[config.mk]
export PLATFORM = sky130hd
export DESIGN_NAME = uart_tx_flat
export DESIGN_NICKNAME = d
export VERILOG_FILES = /design/src/rtl/uart_pkg.sv /design/src/rtl/uart_tx_if.sv /design/src/rtl/uart_tx_datapath.sv /design/src/rtl/uart_tx.sv /design/src/flat_wrapper.sv
export SDC_FILE = /design/constraint.sdc
export NUM_CORES = 1
export LEC_CHECK = 0
export ABC_CLOCK_PERIOD_IN_PS = 1700
export CAP_MARGIN = 40
export CORE_MARGIN = 2
export CORE_UTILIZATION = 30
export DETAILED_ROUTE_END_ITERATION = 10
export PLACE_DENSITY = 0.59
export SLEW_MARGIN = 15
export SYNTH_ARGS = -nofsm -noshare
export SYNTH_HDL_FRONTEND = slang
export SYNTH_SLANG_ARGS = --single-unit
[constraint.sdc]
create_clock -name clock -period 1.7 [get_ports clock]
set_input_delay 0.51 -clock clock [delete_from_list [all_inputs] [get_ports clock]]
set_output_delay 0.51 -clock clock [all_outputs]
set_load 0.05 [all_outputs]
[src/rtl/uart_pkg.sv]
// ---------------------------------------------------------------------------
// uart_pkg
//   Shared definitions for the UART TX and RX paths: the transmitter state
//   encoding, the frame data width and the baud-divider helper. The RX side
//   uses the same helper so both directions derive an identical bit period
//   from the same CLK_FREQ/BAUD pair.
// ---------------------------------------------------------------------------
package uart_pkg;

    // Transmitter FSM states.
    typedef enum logic [1:0] {
        IDLE  = 2'd0,
        START = 2'd1,
        DATA  = 2'd2,
        STOP  = 2'd3
    } tx_state_t;

    // Payload bits per frame (8N1).
    localparam int DATA_BITS = 8;

    // System clocks per serial bit. Integer division truncates: the bit period
    // is slightly short when CLK_FREQ is not an exact multiple of BAUD.
    function automatic int clks_per_bit(input int clk_freq, input int baud);
        return clk_freq / baud;
    endfunction

endpackage : uart_pkg

[src/rtl/uart_tx_if.sv]
// ---------------------------------------------------------------------------
// uart_tx_if
//   Send-side handshake and serial line of the UART transmitter.
//   Signals:
//     tx_data  byte to send, sampled only when a request is accepted
//     tx_send  send request, accepted when tx_send && !tx_busy at a clock edge
//     tx_busy  high while a frame is in flight; requests are ignored then
//     tx_done  one-cycle pulse on the cycle after the stop bit completes
//     tx       serial line, idle high
//   Modports:
//     master   the client that requests bytes (drives tx_data/tx_send)
//     slave    the transmitter (drives tx_busy/tx_done/tx)
// ---------------------------------------------------------------------------
interface uart_tx_if;
    import uart_pkg::*;

    logic [DATA_BITS-1:0] tx_data;
    logic                 tx_send;
    logic                 tx_busy;
    logic                 tx_done;
    logic                 tx;

    modport master (
        output tx_data,
        output tx_send,
        input  tx_busy,
        input  tx_done,
        input  tx
    );

    modport slave (
        input  tx_data,
        input  tx_send,
        output tx_busy,
        output tx_done,
        output tx
    );

endinterface : uart_tx_if

[src/rtl/uart_tx_datapath.sv]
// ---------------------------------------------------------------------------
// uart_tx_datapath
//   Datapath of the UART transmitter: an 8-bit parallel-in/serial-out shift
//   register, the baud counter that times each bit period, and the counter of
//   data bits already sent. All sequencing decisions live in the FSM in
//   uart_tx; this block only obeys its strobes.
//   Ports:
//     clock, reset  system clock (rising edge), asynchronous active-high reset
//     load          copy load_data into the shift register
//     load_data     byte to serialise
//     shift         shift the register right by one bit
//     bit_inc       advance the data-bit counter (saturates at the last bit)
//     count_clr     clear baud and bit counters (frame start)
//     count_en      let the baud counter run (a frame is in flight)
//     bit_end       the current cycle is the last one of a bit period
//     last_bit      the data-bit counter is on the final data bit
//     serial_bit    bit at the head of the shift register (LSB first)
// ---------------------------------------------------------------------------
module uart_tx_datapath
    import uart_pkg::*;
#(
    parameter int CLKS_PER_BIT = 868
) (
    input  logic                 clock,
    input  logic                 reset,
    input  logic                 load,
    input  logic [DATA_BITS-1:0] load_data,
    input  logic                 shift,
    input  logic                 bit_inc,
    input  logic                 count_clr,
    input  logic                 count_en,
    output logic                 bit_end,
    output logic                 last_bit,
    output logic                 serial_bit
);

    localparam int CNT_W = (CLKS_PER_BIT > 1) ? $clog2(CLKS_PER_BIT) : 1;
    localparam int BIT_W = $clog2(DATA_BITS);

    localparam logic [CNT_W-1:0] CNT_MAX = CNT_W'(CLKS_PER_BIT - 1);
    localparam logic [BIT_W-1:0] BIT_MAX = BIT_W'(DATA_BITS - 1);

    logic [DATA_BITS-1:0] shreg_q,    shreg_d;
    logic [CNT_W-1:0]     baud_cnt_q, baud_cnt_d;
    logic [BIT_W-1:0]     bit_cnt_q,  bit_cnt_d;

    assign bit_end    = (baud_cnt_q == CNT_MAX);
    assign last_bit   = (bit_cnt_q == BIT_MAX);
    assign serial_bit = shreg_q[0];

    always_comb begin
        // NOTE: every signal assigned here gets a default first, so no path
        // through the block leaves it unassigned and no latch is inferred.
        shreg_d    = shreg_q;
        baud_cnt_d = baud_cnt_q;
        bit_cnt_d  = bit_cnt_q;

        if (load) begin
            shreg_d = load_data;
        end else if (shift) begin
            shreg_d = {1'b0, shreg_q[DATA_BITS-1:1]};
        end

        // Clearing on acceptance makes the start bit a full bit period no
        // matter where the counter sat while idle.
        if (count_clr) begin
            baud_cnt_d = '0;
        end else if (count_en) begin
            baud_cnt_d = bit_end ? '0 : baud_cnt_q + 1'b1;
        end

        // Saturate rather than wrap: the FSM leaves DATA on the bit end seen
        // with last_bit high, so the counter never needs to pass 7.
        if (count_clr) begin
            bit_cnt_d = '0;
        end else if (bit_inc && !last_bit) begin
            bit_cnt_d = bit_cnt_q + 1'b1;
        end
    end

    always_ff @(posedge clock or posedge reset) begin
        // NOTE: sequential state is updated only with non-blocking assignments
        // so every flop samples its pre-edge inputs regardless of block order.
        if (reset) begin
            shreg_q    <= '0;
            baud_cnt_q <= '0;
            bit_cnt_q  <= '0;
        end else begin
            shreg_q    <= shreg_d;
            baud_cnt_q <= baud_cnt_d;
            bit_cnt_q  <= bit_cnt_d;
        end
    end

endmodule : uart_tx_datapath

[src/rtl/uart_tx.sv]
// ---------------------------------------------------------------------------
// uart_tx
//   UART transmitter, 8N1, LSB first. One byte is accepted per tx_send
//   handshake and serialised onto tx at BAUD, timed from the system clock.
//   The FSM and all output registers live here; shifting and bit timing are
//   delegated to uart_tx_datapath.
//   Parameters:
//     CLK_FREQ  system clock frequency in Hz
//     BAUD      line rate in bits/s (CLK_FREQ/BAUD must be at least 2)
//   Ports:
//     clock     system clock, rising edge
//     reset     asynchronous active-high reset; aborts any frame in flight
//     bus       uart_tx_if slave: tx_data/tx_send in, tx_busy/tx_done/tx out
//   Timing:
//     The edge that accepts tx_send drives tx low and tx_busy high from the
//     next cycle. tx_busy stays high for exactly 10*CLKS_PER_BIT cycles; the
//     edge ending the stop bit drops tx_busy and pulses tx_done for one cycle.
//     A request accepted during that tx_done cycle starts the next frame with
//     no extra idle time on the line.
// ---------------------------------------------------------------------------
module uart_tx
    import uart_pkg::*;
#(
    parameter int CLK_FREQ = 100_000_000,
    parameter int BAUD     = 115200
) (
    input  logic     clock,
    input  logic     reset,
    uart_tx_if.slave bus
);

    localparam int CLKS_PER_BIT = clks_per_bit(CLK_FREQ, BAUD);

    generate
        if (CLKS_PER_BIT < 2) begin : g_bad_baud
            $error("uart_tx: CLK_FREQ/BAUD = %0d, must be at least 2", CLKS_PER_BIT);
        end
    endgenerate

    tx_state_t state_q, state_d;
    logic      tx_q,    tx_d;
    logic      busy_q,  busy_d;
    logic      done_q,  done_d;

    // Datapath strobes and status.
    logic load;
    logic shift;
    logic bit_inc;
    logic count_clr;
    logic bit_end;
    logic last_bit;
    logic serial_bit;

    uart_tx_datapath #(
        .CLKS_PER_BIT (CLKS_PER_BIT)
    ) u_datapath (
        .clock      (clock),
        .reset      (reset),
        .load       (load),
        .load_data  (bus.tx_data),
        .shift      (shift),
        .bit_inc    (bit_inc),
        .count_clr  (count_clr),
        .count_en   (busy_q),
        .bit_end    (bit_end),
        .last_bit   (last_bit),
        .serial_bit (serial_bit)
    );

    // Next-state and next-output logic. tx is a register whose next value is
    // chosen one edge ahead: the bit about to go on the line is read from the
    // head of the shift register at the end of the previous bit period, and
    // the register is shifted on that same edge.
    always_comb begin
        state_d   = state_q;
        tx_d      = tx_q;
        busy_d    = busy_q;
        done_d    = 1'b0;
        load      = 1'b0;
        shift     = 1'b0;
        bit_inc   = 1'b0;
        count_clr = 1'b0;

        unique case (state_q)
            IDLE: begin
                tx_d = 1'b1;
                if (bus.tx_send && !busy_q) begin
                    state_d   = START;
                    tx_d      = 1'b0;
                    busy_d    = 1'b1;
                    load      = 1'b1;
                    count_clr = 1'b1;
                end
            end

            START: begin
                if (bit_end) begin
                    state_d = DATA;
                    tx_d    = serial_bit;
                    shift   = 1'b1;
                end
            end

            DATA: begin
                if (bit_end) begin
                    if (last_bit) begin
                        state_d = STOP;
                        tx_d    = 1'b1;
                    end else begin
                        tx_d    = serial_bit;
                        shift   = 1'b1;
                        bit_inc = 1'b1;
                    end
                end
            end

            STOP: begin
                if (bit_end) begin
                    state_d = IDLE;
                    tx_d    = 1'b1;
                    busy_d  = 1'b0;
                    done_d  = 1'b1;
                end
            end

            default: begin
                state_d = IDLE;
                tx_d    = 1'b1;
                busy_d  = 1'b0;
            end
        endcase
    end

    // Reset forces the line high immediately, abandoning any frame.
    always_ff @(posedge clock or posedge reset) begin
        if (reset) begin
            state_q <= IDLE;
            tx_q    <= 1'b1;
            busy_q  <= 1'b0;
            done_q  <= 1'b0;
        end else begin
            state_q <= state_d;
            tx_q    <= tx_d;
            busy_q  <= busy_d;
            done_q  <= done_d;
        end
    end

    assign bus.tx      = tx_q;
    assign bus.tx_busy = busy_q;
    assign bus.tx_done = done_q;

endmodule : uart_tx

[src/flat_wrapper.sv]
// flat-port wrapper written by rule: the top's interface ports become plain ports
module uart_tx_flat import uart_pkg::*;
#(
    parameter int CLK_FREQ = 100_000_000,
    parameter int BAUD     = 115200
)
  (clock, reset, bus_tx_data, bus_tx_send, bus_tx_busy, bus_tx_done, bus_tx);
  uart_tx_if bus_i ();
  input  logic clock;
  input  logic reset;
  input wire logic [$bits(bus_i.tx_data)-1:0] bus_tx_data;
  input wire logic [$bits(bus_i.tx_send)-1:0] bus_tx_send;
  output wire logic [$bits(bus_i.tx_busy)-1:0] bus_tx_busy;
  output wire logic [$bits(bus_i.tx_done)-1:0] bus_tx_done;
  output wire logic [$bits(bus_i.tx)-1:0] bus_tx;
  assign bus_i.tx_data = bus_tx_data;
  assign bus_i.tx_send = bus_tx_send;
  assign bus_tx_busy = bus_i.tx_busy;
  assign bus_tx_done = bus_i.tx_done;
  assign bus_tx = bus_i.tx;
  uart_tx #(.CLK_FREQ(CLK_FREQ), .BAUD(BAUD)) u_core (.clock(clock), .reset(reset), .bus(bus_i));
endmodule
# ---- Yosys cells after proc, flatten, opt, wreduce, memory -nomap -nowiden
# Index checks and enable logic that the tools add are counted.
dict set report op_classes {
  add_sub_neg 2
  n_eq_ne 10
  muxes 30
  n_reduce_logical 12
}
# cell n
set ops {}
lappend ops {{10-bit two-way mux} 3}
lappend ops {{8-bit two-way mux} 2}
lappend ops {{1-bit two-way mux} 14}
lappend ops {{10-bit by 1-bit adder with 10-bit output, second input constant} 1}
lappend ops {{10-bit == test, second input constant} 1}
lappend ops {{2-bit two-way mux} 5}
lappend ops {{2-bit != test, second input constant} 4}
lappend ops {{2-bit case mux with 4 select lines} 1}
lappend ops {{2-bit nonzero test} 4}
lappend ops {{3-bit two-way mux} 2}
lappend ops {{3-bit AND reduction} 2}
lappend ops {{5-bit AND reduction} 1}
lappend ops {{2-bit == test, second input constant} 2}
lappend ops {{1-bit case mux with 2 select lines} 2}
lappend ops {{1-bit case mux with 4 select lines} 1}
lappend ops {{3-bit by 1-bit adder with 3-bit output, second input constant} 1}
lappend ops {{3-bit == test, second input constant} 1}
lappend ops {{2-bit by 1-bit == test with 1-bit output, second input constant} 1}
lappend ops {{1-bit logical AND} 2}
lappend ops {{1-bit zero test} 2}
lappend ops {{2-bit zero test} 1}
lappend ops {{2-bit by 1-bit != test with 1-bit output, second input constant} 1}
dict set report totals {
  register_bits 26
  inputBits 11
  out_inout_bits 3
  elab_cells 61
}

# ---- Logic depth before layout (Yosys ltp)
# Gate-level depths: netlist (run 1).
dict set report logic_depth {
  ltp_word 7
  depth_mapped 7
  ltp_nobuf 6
}

# ---- Modules after synthesis
# Synthesis (run 1) repeated with hierarchy kept, for this count alone.
dict set report unflattened {
  hier_cells 143
  hier_area_um2 1436.4
}
# mod instances cells_each area_per_inst_um2 seq_area_each_um2
set by_module_without_submodules {}
lappend by_module_without_submodules {uart_tx_datapath 1 104 1051.0 525.5}
lappend by_module_without_submodules {uart_tx 1 39 385.4 126.4}

# ---- Least setup slack after synthesis (run 1)
# Ideal clock, no wire load.
dict set report synth_timing {
  path_type {reg-to-reg}
  startpoint {register u_core.u_datapath.baud_cnt_q[0]}
  endpoint {register u_core.u_datapath.baud_cnt_q[1]}
  setup_time_ns 0.121
  t_arrival_ns 1.675
  required_time_ns 1.579
  setup_slack_ns -0.096
  stages_incl_launch_ff 7
  path_buffers 2
  period_less_slack_ns 1.796
  path_cell_list {dfrtp_1 ha_1 nand4b_1 or3_1 buf_2 buf_6 a32o_2}
}
dict set report synth_between {
  elab_chain_cells 4
  elab_cells_between_ends 5
  cone_classes {add/sub: 1; eq/ne: 1; mux: 3}
}
# element line_no
set synth_lines {}
lappend synth_lines {{start, declared} uart_tx_datapath.sv:44} ;# logic [CNT_W-1:0] baud_cnt_q, baud_cnt_d;
lappend synth_lines {{start signal, assigned} uart_tx_datapath.sv:90} ;# baud_cnt_q <= baud_cnt_d;
lappend synth_lines {{10-bit by 1-bit adder with 10-bit output / 10-bit == test (equally long branches)} {uart_tx_datapath.sv:69, uart_tx_datapath.sv:47}}
lappend synth_lines {{10-bit two-way mux (*)} uart_tx_datapath.sv:69} ;# baud_cnt_d = bit_end ? '0 : baud_cnt_q + 1'b1;
lappend synth_lines {{10-bit two-way mux (*)} uart_tx_datapath.sv:68} ;# end else if (count_en) begin
lappend synth_lines {{10-bit two-way mux (*)} uart_tx_datapath.sv:66} ;# if (count_clr) begin
# Every way passes the cells marked *; elsewhere a longest branch is shown, timed or not. The select of a mux whose other input is x is not followed.
# A chain may end at the register's enable or synchronous reset.

# ---- Worst setup path in the final report (run 1)
dict set report layout_timing {
  startpoint {register u_core.u_datapath.baud_cnt_q[4]}
  endpoint {register u_core.u_datapath.baud_cnt_q[8]}
}
# Same word-level chain as after synthesis.

==> results of run 1 <==
[Yosys cell counts, types with 4 or more instances]
cell type  instances
a21oi_1            7
a31oi_1           10
clkbuf_1           5
dfrtp_1           25
ha_1               7
inv_1              6
nand2_1           12
nand3_1            4
nand4_1           12
nor2_1            11
o21ai_0           15
o21ai_1            5
[placed cells by master (no fill, tap or decap), types with 4 or more instances in the layout]
master and n:
dfrtp_1 24, buf_4 23, nand2_1 12, nand4_1 12, o21ai_2 11, nor2_1 10, clkdlybuf4s50_1 10, a21oi_1 7
a31oi_1 7, o21ai_0 6, inv_1 6, nand3_1 4, ha_1 4, clkbuf_8 4, buf_12 4
[metrics by stage]
stage / std cells / util [%] / TNS [ps]
after detailed placement: 238 / 38.7 / -2300
after global placement: 238 / 38.7 / -1920
after global routing: 247 / 44.6 / -697
final: 247 / 44.6 / -34.2
after CTS: 243 / 40.3 / -6.85
after floorplan: 157 / - / -536
[tightest hold or removal path, cell delays in order (launching register included)]
cell and delay (ps):
dfrtp_1 390, o21ai_2 60, o21ai_1 50
[registers in the layout (all words and copies together), names as in the netlist]
signal and cells:
u_core.u_datapath.baud_cnt_q 10, u_core.u_datapath.shreg_q 8, u_core.u_datapath.bit_cnt_q 3, u_core.state_q 2, u_core.bus.tx 1, u_core.bus.tx_busy 1, u_core.bus.tx_done 1
[power groups by stage]
stage | combinational [mW] | sequential [mW] | clock, mW
floorplan | 0.899 | 1.06 | 0
global placement | 1.56 | 1.01 | 0
detailed placement | 1.58 | 1.01 | 0
CTS | 1.60 | 1.00 | 0.408
global route | 2.01 | 1.07 | 0.436
finish | 1.83 | 1.04 | 0.395
[cells by family (layout without fill, tap and decap cells)]
kind of cell / Yosys count / count (layout) / synth area share [%]
mux: 3 / 3 / 2.26
buf+inv: 15 / 51 / 5.13
flops: 26 / 26 / 45.3
compound gates: 45 / 45 / 18.1
simple gates: 58 / 58 / 21.4
fa+ha+maj: 7 / 7 / 6.08
xor+xnor: 3 / 3 / 1.82
[per-layer routing]
layer  vias to the layer above  track usage [%]  wire length, um
li1                        643                -                -
met4                         0             5.76               51
met1                       643             19.4             1650
met5                         -                0                0
met2                        21             22.1             1810
met3                         4             1.37              116
[final cells by class]
type / instances / share of cell area [%]
Clock buffer: 4 / 2.65
Inverter: 6 / 1.08
Sequential cell: 26 / 31.4
Tap cell: 54 / 3.25
Timing Repair Buffer: 41 / 20.0
Multi-Input combinational cell: 116 / 41.7
[repair_timing]
action,4_1_cts,5_1_grt
endpoints found under the setup margin,13,23
setup buffers,1,2
cloned,0,2
resized for setup,9,35
pin swaps,2,16
endpoints found under the hold margin,0,0
[path summary, 6_finish.rpt]
check / from / endpoint / slack (ps) / cells past startpoint
setup / recovery: u_core.u_datapath.baud_cnt_q[4] / u_core.u_datapath.baud_cnt_q[8] / -20 / 5
hold / removal: u_core.u_datapath.shreg_q[7] / u_core.u_datapath.shreg_q[7] / 530 / 2
setup reg to reg: u_core.u_datapath.baud_cnt_q[4] / u_core.u_datapath.baud_cnt_q[8] / -20 / 5
hold reg to reg: u_core.u_datapath.shreg_q[7] / u_core.u_datapath.shreg_q[7] / 530 / 2
max in group asynchronous: reset / u_core.bus.tx / 910 / 3
min in group asynchronous: reset / u_core.u_datapath.baud_cnt_q[4] / 570 / 3
==> impl_metrics.env, run 1 <==
export IMPL_outcome="finished, violations left"
export IMPL_violations="setup timing"
export IMPL_drc_errors=0
export IMPL_rsz0062_at_grt="yes"
export IMPL_drive_gt1_share_pct=34.7
export IMPL_combPwrFrac_pct=56.1
export IMPL_yosysWarnings=0
export IMPL_async_reset_ff_share_pct=100
export IMPL_ys_seq_area_share_pct=45.3
export IMPL_synth_cell_types=35
export IMPL_final_nets=212
export IMPL_synth_edf_count=0
export IMPL_drt_initial_drc_count=95
export IMPL_h_tree_depth=1
export IMPL_first_pass_iters=4
export IMPL_synthTopCellsByArea="dfrtp_1, ha_1, nand4_1, o21ai_0, a31oi_1"
export IMPL_tritoncts="done"
export IMPL_fillers=436
export IMPL_cts_root_buffer="clkbuf_8"
export IMPL_area_growth_pct=44.5
export IMPL_cp_data_arrival_time_ps=1880
export IMPL_worstPathCellList="or3_4, or3_4, buf_6, a31oi_2, o21ai_1"
export IMPL_maxCapViolCount=0
export IMPL_track_usage_pct=13.9
export IMPL_viasPerCell=5.31
export IMPL_hold_viol=0
export IMPL_slew_headroom_pct=78.8
export IMPL_cp_data_required_time_ps=1860
export IMPL_cts_made_buffers=3
export IMPL_ff_latch_area_um2=653
export IMPL_internal_power_mw=1.92
export IMPL_fin_ws_ps=-17.2
export IMPL_yosys_area_top_type="dfrtp_1"
export IMPL_design_area_um2=2080
export IMPL_pwr_share_clk_pct=12.1
export IMPL_synth_net_count=175
export IMPL_grt_max_degree=27
export IMPL_port_buffers=13
export IMPL_multi_input_area_um2=867
export IMPL_synth_top_area_share_pct=43.4
export IMPL_tightest_slew_ps=318
export IMPL_grt_pass1_wl_um=5840
export IMPL_crit_buf_inv=1
export IMPL_hold_slack_ps=529
export IMPL_initial_utilization_pct=30.9
export IMPL_max_stage_delay_ps=420
export IMPL_num_vias=1311
export IMPL_wl_per_cell_um=14.7
export IMPL_power_frac_seq_pct=31.8
export IMPL_drtAntennaViolNets=0
export IMPL_crit_top_cell="or3_4"
export IMPL_antenna_found_initial=0
export IMPL_power_share_switching_pct=41.3
export IMPL_ys_flop_type="dfrtp_1"
export IMPL_globalplace_congestion=0.815
export IMPL_startpoint_type="flip-flop"
export IMPL_ys_seq_elements=26
export IMPL_final_setup_viol_count=3
export IMPL_power_switching_mw=1.35
export IMPL_fin_crit_sh_pct=101
export IMPL_max_freq_mhz=582
export IMPL_clock_latency_ps=270
export IMPL_finalPower_mw=3.27
export IMPL_clk_pin_slew_ps=90
export IMPL_clk_path_buf_depth=2
export IMPL_cp_max_fo=5
export IMPL_p_leak_nw=0.860
export IMPL_postCtsHoldBufs=0
export IMPL_fp_dieArea_um2=5370
export IMPL_fin_crit_ps=1720
export IMPL_crit_path_top_delay_cell="or3_4"
export IMPL_diodes=0
export IMPL_criticalPathCategory="reg2reg"
export IMPL_clock_sinks=26
export IMPL_worstSetupEndpointType="flip-flop"
export IMPL_path_delay_family="simple AND/OR/NAND/NOR gates"
export IMPL_power_density_nw_per_um2=1570
export IMPL_syn_avg_cell_area_um2=9.17
export IMPL_ios=14
export IMPL_place_area_um2=1810
export IMPL_die_width_um=73.3
export IMPL_synth_cells=157
export IMPL_wl_um=3630
export IMPL_pre_cts_ws_ps=-252
export IMPL_dp_hpwl_um=2430
export IMPL_core_area_um2=4660
export IMPL_skew_ps=4.15
export IMPL_rows=25
export IMPL_peakVddDrop_mv=0.677
export IMPL_syn_cell_area_um2=1440
export IMPL_grt_pass1_vias=1238
export IMPL_die_h_um=73.3
export IMPL_hp_class="reg2reg"
export IMPL_maxSlewViolCount=0
export IMPL_grt_overflow_total=0
Power figures use the tool's default switching activity.
==> inputs of run 2 (changes only) <==
Settings changed: CTS_CLUSTER_DIAMETER set to 150, PLACE_DENSITY 0.59 to not set, PLACE_DENSITY_LB_ADDON set to 0.3.
==> run 2 against run 1 <==
Effect of this change:
- the run still ends with setup timing left
- combinational power rose by 3%
- core utilization fell by 0.54 points
- maximum frequency fell by 1.7%
- critical path depth rose by 1
- sequential power barely moved
- critical path type unchanged
- largest cell class unchanged
==> impl_metrics.env, run 2 (synthesized netlist as in run 1, its figures left out) <==
export IMPL_grt_overflow_total=0
export IMPL_maxSlewViolCount=0
export IMPL_final_nets=212
export IMPL_pwr_share_clk_pct=12.2
export IMPL_placedCellCount=238
export IMPL_skew_ps=6.58
export IMPL_peakVddDrop_mv=0.624
export IMPL_final_core_util_pct=44.1
export IMPL_outcome="finished, violations left"
export IMPL_num_vias=1333
export IMPL_h_tree_depth=1
export IMPL_ff_latch_area_um2=656
export IMPL_drive_gt1_share_pct=32.1
export IMPL_regMostFlops="u_core.u_datapath.baud_cnt_q"
export IMPL_tightest_slew_ps=443
export IMPL_dp_hpwl_um=2620
export IMPL_viasPerCell=5.40
export IMPL_final_setup_viol_count=17
export IMPL_largest_register_ffs=10
export IMPL_antenna_found_initial=0
export IMPL_power_share_switching_pct=41.2
export IMPL_r2r_start="u_core.u_datapath.baud_cnt_q[0]"
export IMPL_multi_input_area_um2=850
export IMPL_area_growth_pct=42.7
export IMPL_rsz0062_at_grt="yes"
export IMPL_drt_initial_drc_count=87
export IMPL_tns_ps=-385
export IMPL_hold_depth=2
export IMPL_final_common_cell="dfrtp_1"
export IMPL_die_width_um=73.3
export IMPL_cts_root_buffer="clkbuf_8"
export IMPL_final_cell_mix="dfrtp_1, buf_4, nand2_1, nand4_1"
export IMPL_grt_max_degree=17
export IMPL_holdPathEnd="u_core.u_datapath.baud_cnt_q[9]"
export IMPL_core_area_um2=4660
export IMPL_wl_um=3690
export IMPL_rows=25
export IMPL_combPwrFrac_pct=56.4
export IMPL_timing_rr_end="u_core.u_datapath.shreg_q[4]"
export IMPL_port_buffers=13
export IMPL_fin_crit_sh_pct=103
export IMPL_worstSetupEndpointType="flip-flop"
export IMPL_power_density_nw_per_um2=1630
export IMPL_stdcell_count=247
export IMPL_rrSetupSlack_ps=-50
export IMPL_cts_made_buffers=3
export IMPL_die_h_um=73.3
export IMPL_violations="setup timing"
export IMPL_diodes=0
export IMPL_max_freq_mhz=573
export IMPL_wl_per_cell_um=15.0
export IMPL_fillers=433
export IMPL_power_switching_mw=1.38
export IMPL_clk_pin_slew_ps=90
export IMPL_power_frac_seq_pct=31.4
export IMPL_startpoint_type="flip-flop"
export IMPL_clock_latency_ps=270
export IMPL_clk_path_buf_depth=2
export IMPL_grt_pass1_vias=1343
export IMPL_drtAntennaViolNets=0
export IMPL_internal_power_mw=1.97
export IMPL_grt_pass1_wl_um=6000
export IMPL_hp_start="u_core.u_datapath.baud_cnt_q[9]"
export IMPL_maxCapViolCount=0
export IMPL_cp_data_required_time_ps=1840
export IMPL_slew_headroom_pct=70.5
export IMPL_first_pass_iters=4
export IMPL_cp_max_fo=11
export IMPL_fp_dieArea_um2=5370
export IMPL_criticalPathCategory="reg2reg"
export IMPL_worstSetupStartpoint="u_core.u_datapath.baud_cnt_q[0]"
export IMPL_r2r_cells=6
export IMPL_track_usage_pct=13.8
export IMPL_fin_ws_ps=-46.4
export IMPL_clock_sinks=26
export IMPL_hp_class="reg2reg"
export IMPL_drc_errors=0
export IMPL_largestRegisters="u_core.u_datapath.baud_cnt_q x10, u_core.u_datapath.shreg_q x8, u_core.u_datapath.bit_cnt_q x3"
export IMPL_initial_utilization_pct=30.9
export IMPL_fin_crit_ps=1750
export IMPL_hold_viol=0
export IMPL_tritoncts="done"
export IMPL_ios=14
export IMPL_p_leak_nw=0.842
export IMPL_cp_data_arrival_time_ps=1890
export IMPL_pre_cts_ws_ps=-288
export IMPL_globalplace_congestion=0.870
run 2: cell types whose count changed in the layout (fill, tap and decap cells not counted), moves of 2 or more:
cell	delta
buf_4	-2
buf_6	+4
nand2b_4	-2
o21ai_1	+6
o21ai_2	-6
run 2: worst max-delay path, cell delays in order, from the launching register on:
cell	delay (ps)
dfrtp_1	370
ha_2	180
nand4b_1	200
or3_4	460
buf_6	160
o21ai_1	140
a31oi_1	110
run 2: final cells by class:
class	count	share of cell area (%)
multi-input cells	116	41.3
flip-flops and latches	26	31.9
well taps	54	3.29
repair buffers	41	19.7
inverters	6	1.10
clock buffers	4	2.68
run 2: repair_timing:
| action | CTS | global route |
|---|---|---|
| resized for setup | 20 | 19 |
| hold buffers | 0 | 0 |
| pin swaps | 12 | 8 |
| endpoints found under the setup margin | 21 | 24 |
| buffers inserted | 4 | 1 |
run 2: metal layers:
| metal | wire (um) | global-route usage, % |
|---|---|---|
| met1 | 1660 | 18.3 |
| met2 | 1930 | 23.2 |
| met3 | 76 | 1.37 |
| met4 | 33 | 5.14 |
| met5 | 0 | 0 |
run 2: worst max path at each step:
stage | to | slack [ps]
floorplan | u_core.u_datapath.baud_cnt_q[1] | -80
detailed placement | u_core.u_datapath.baud_cnt_q[6] | -290
finish | u_core.u_datapath.shreg_q[4] | -50
global placement | u_core.u_datapath.baud_cnt_q[3] | -210
global route | u_core.u_datapath.shreg_q[4] | -150
CTS | u_core.state_q[1] | -30
run 2: power by group through the flow:
stage | clock, mW | combinational [mW] | sequential [mW]
finish | 0.409 | 1.89 | 1.05
floorplan | 0 | 0.899 | 1.06
CTS | 0.422 | 1.66 | 1.02
global placement | 0 | 1.49 | 1.01
global route | 0.441 | 2.05 | 1.08
detailed placement | 0 | 1.55 | 1.02
run 2: per-stage QoR:
stage / power, mW / hold WS, ps / instance area [um2]
after global routing: 3.58 / 582 / 2060
after floorplan: 1.96 / 492 / 1440
after CTS: 3.10 / 553 / 1920
final: 3.35 / 552 / 2060
after global placement: 2.50 / 517 / 1790
after detailed placement: 2.57 / 535 / 1790
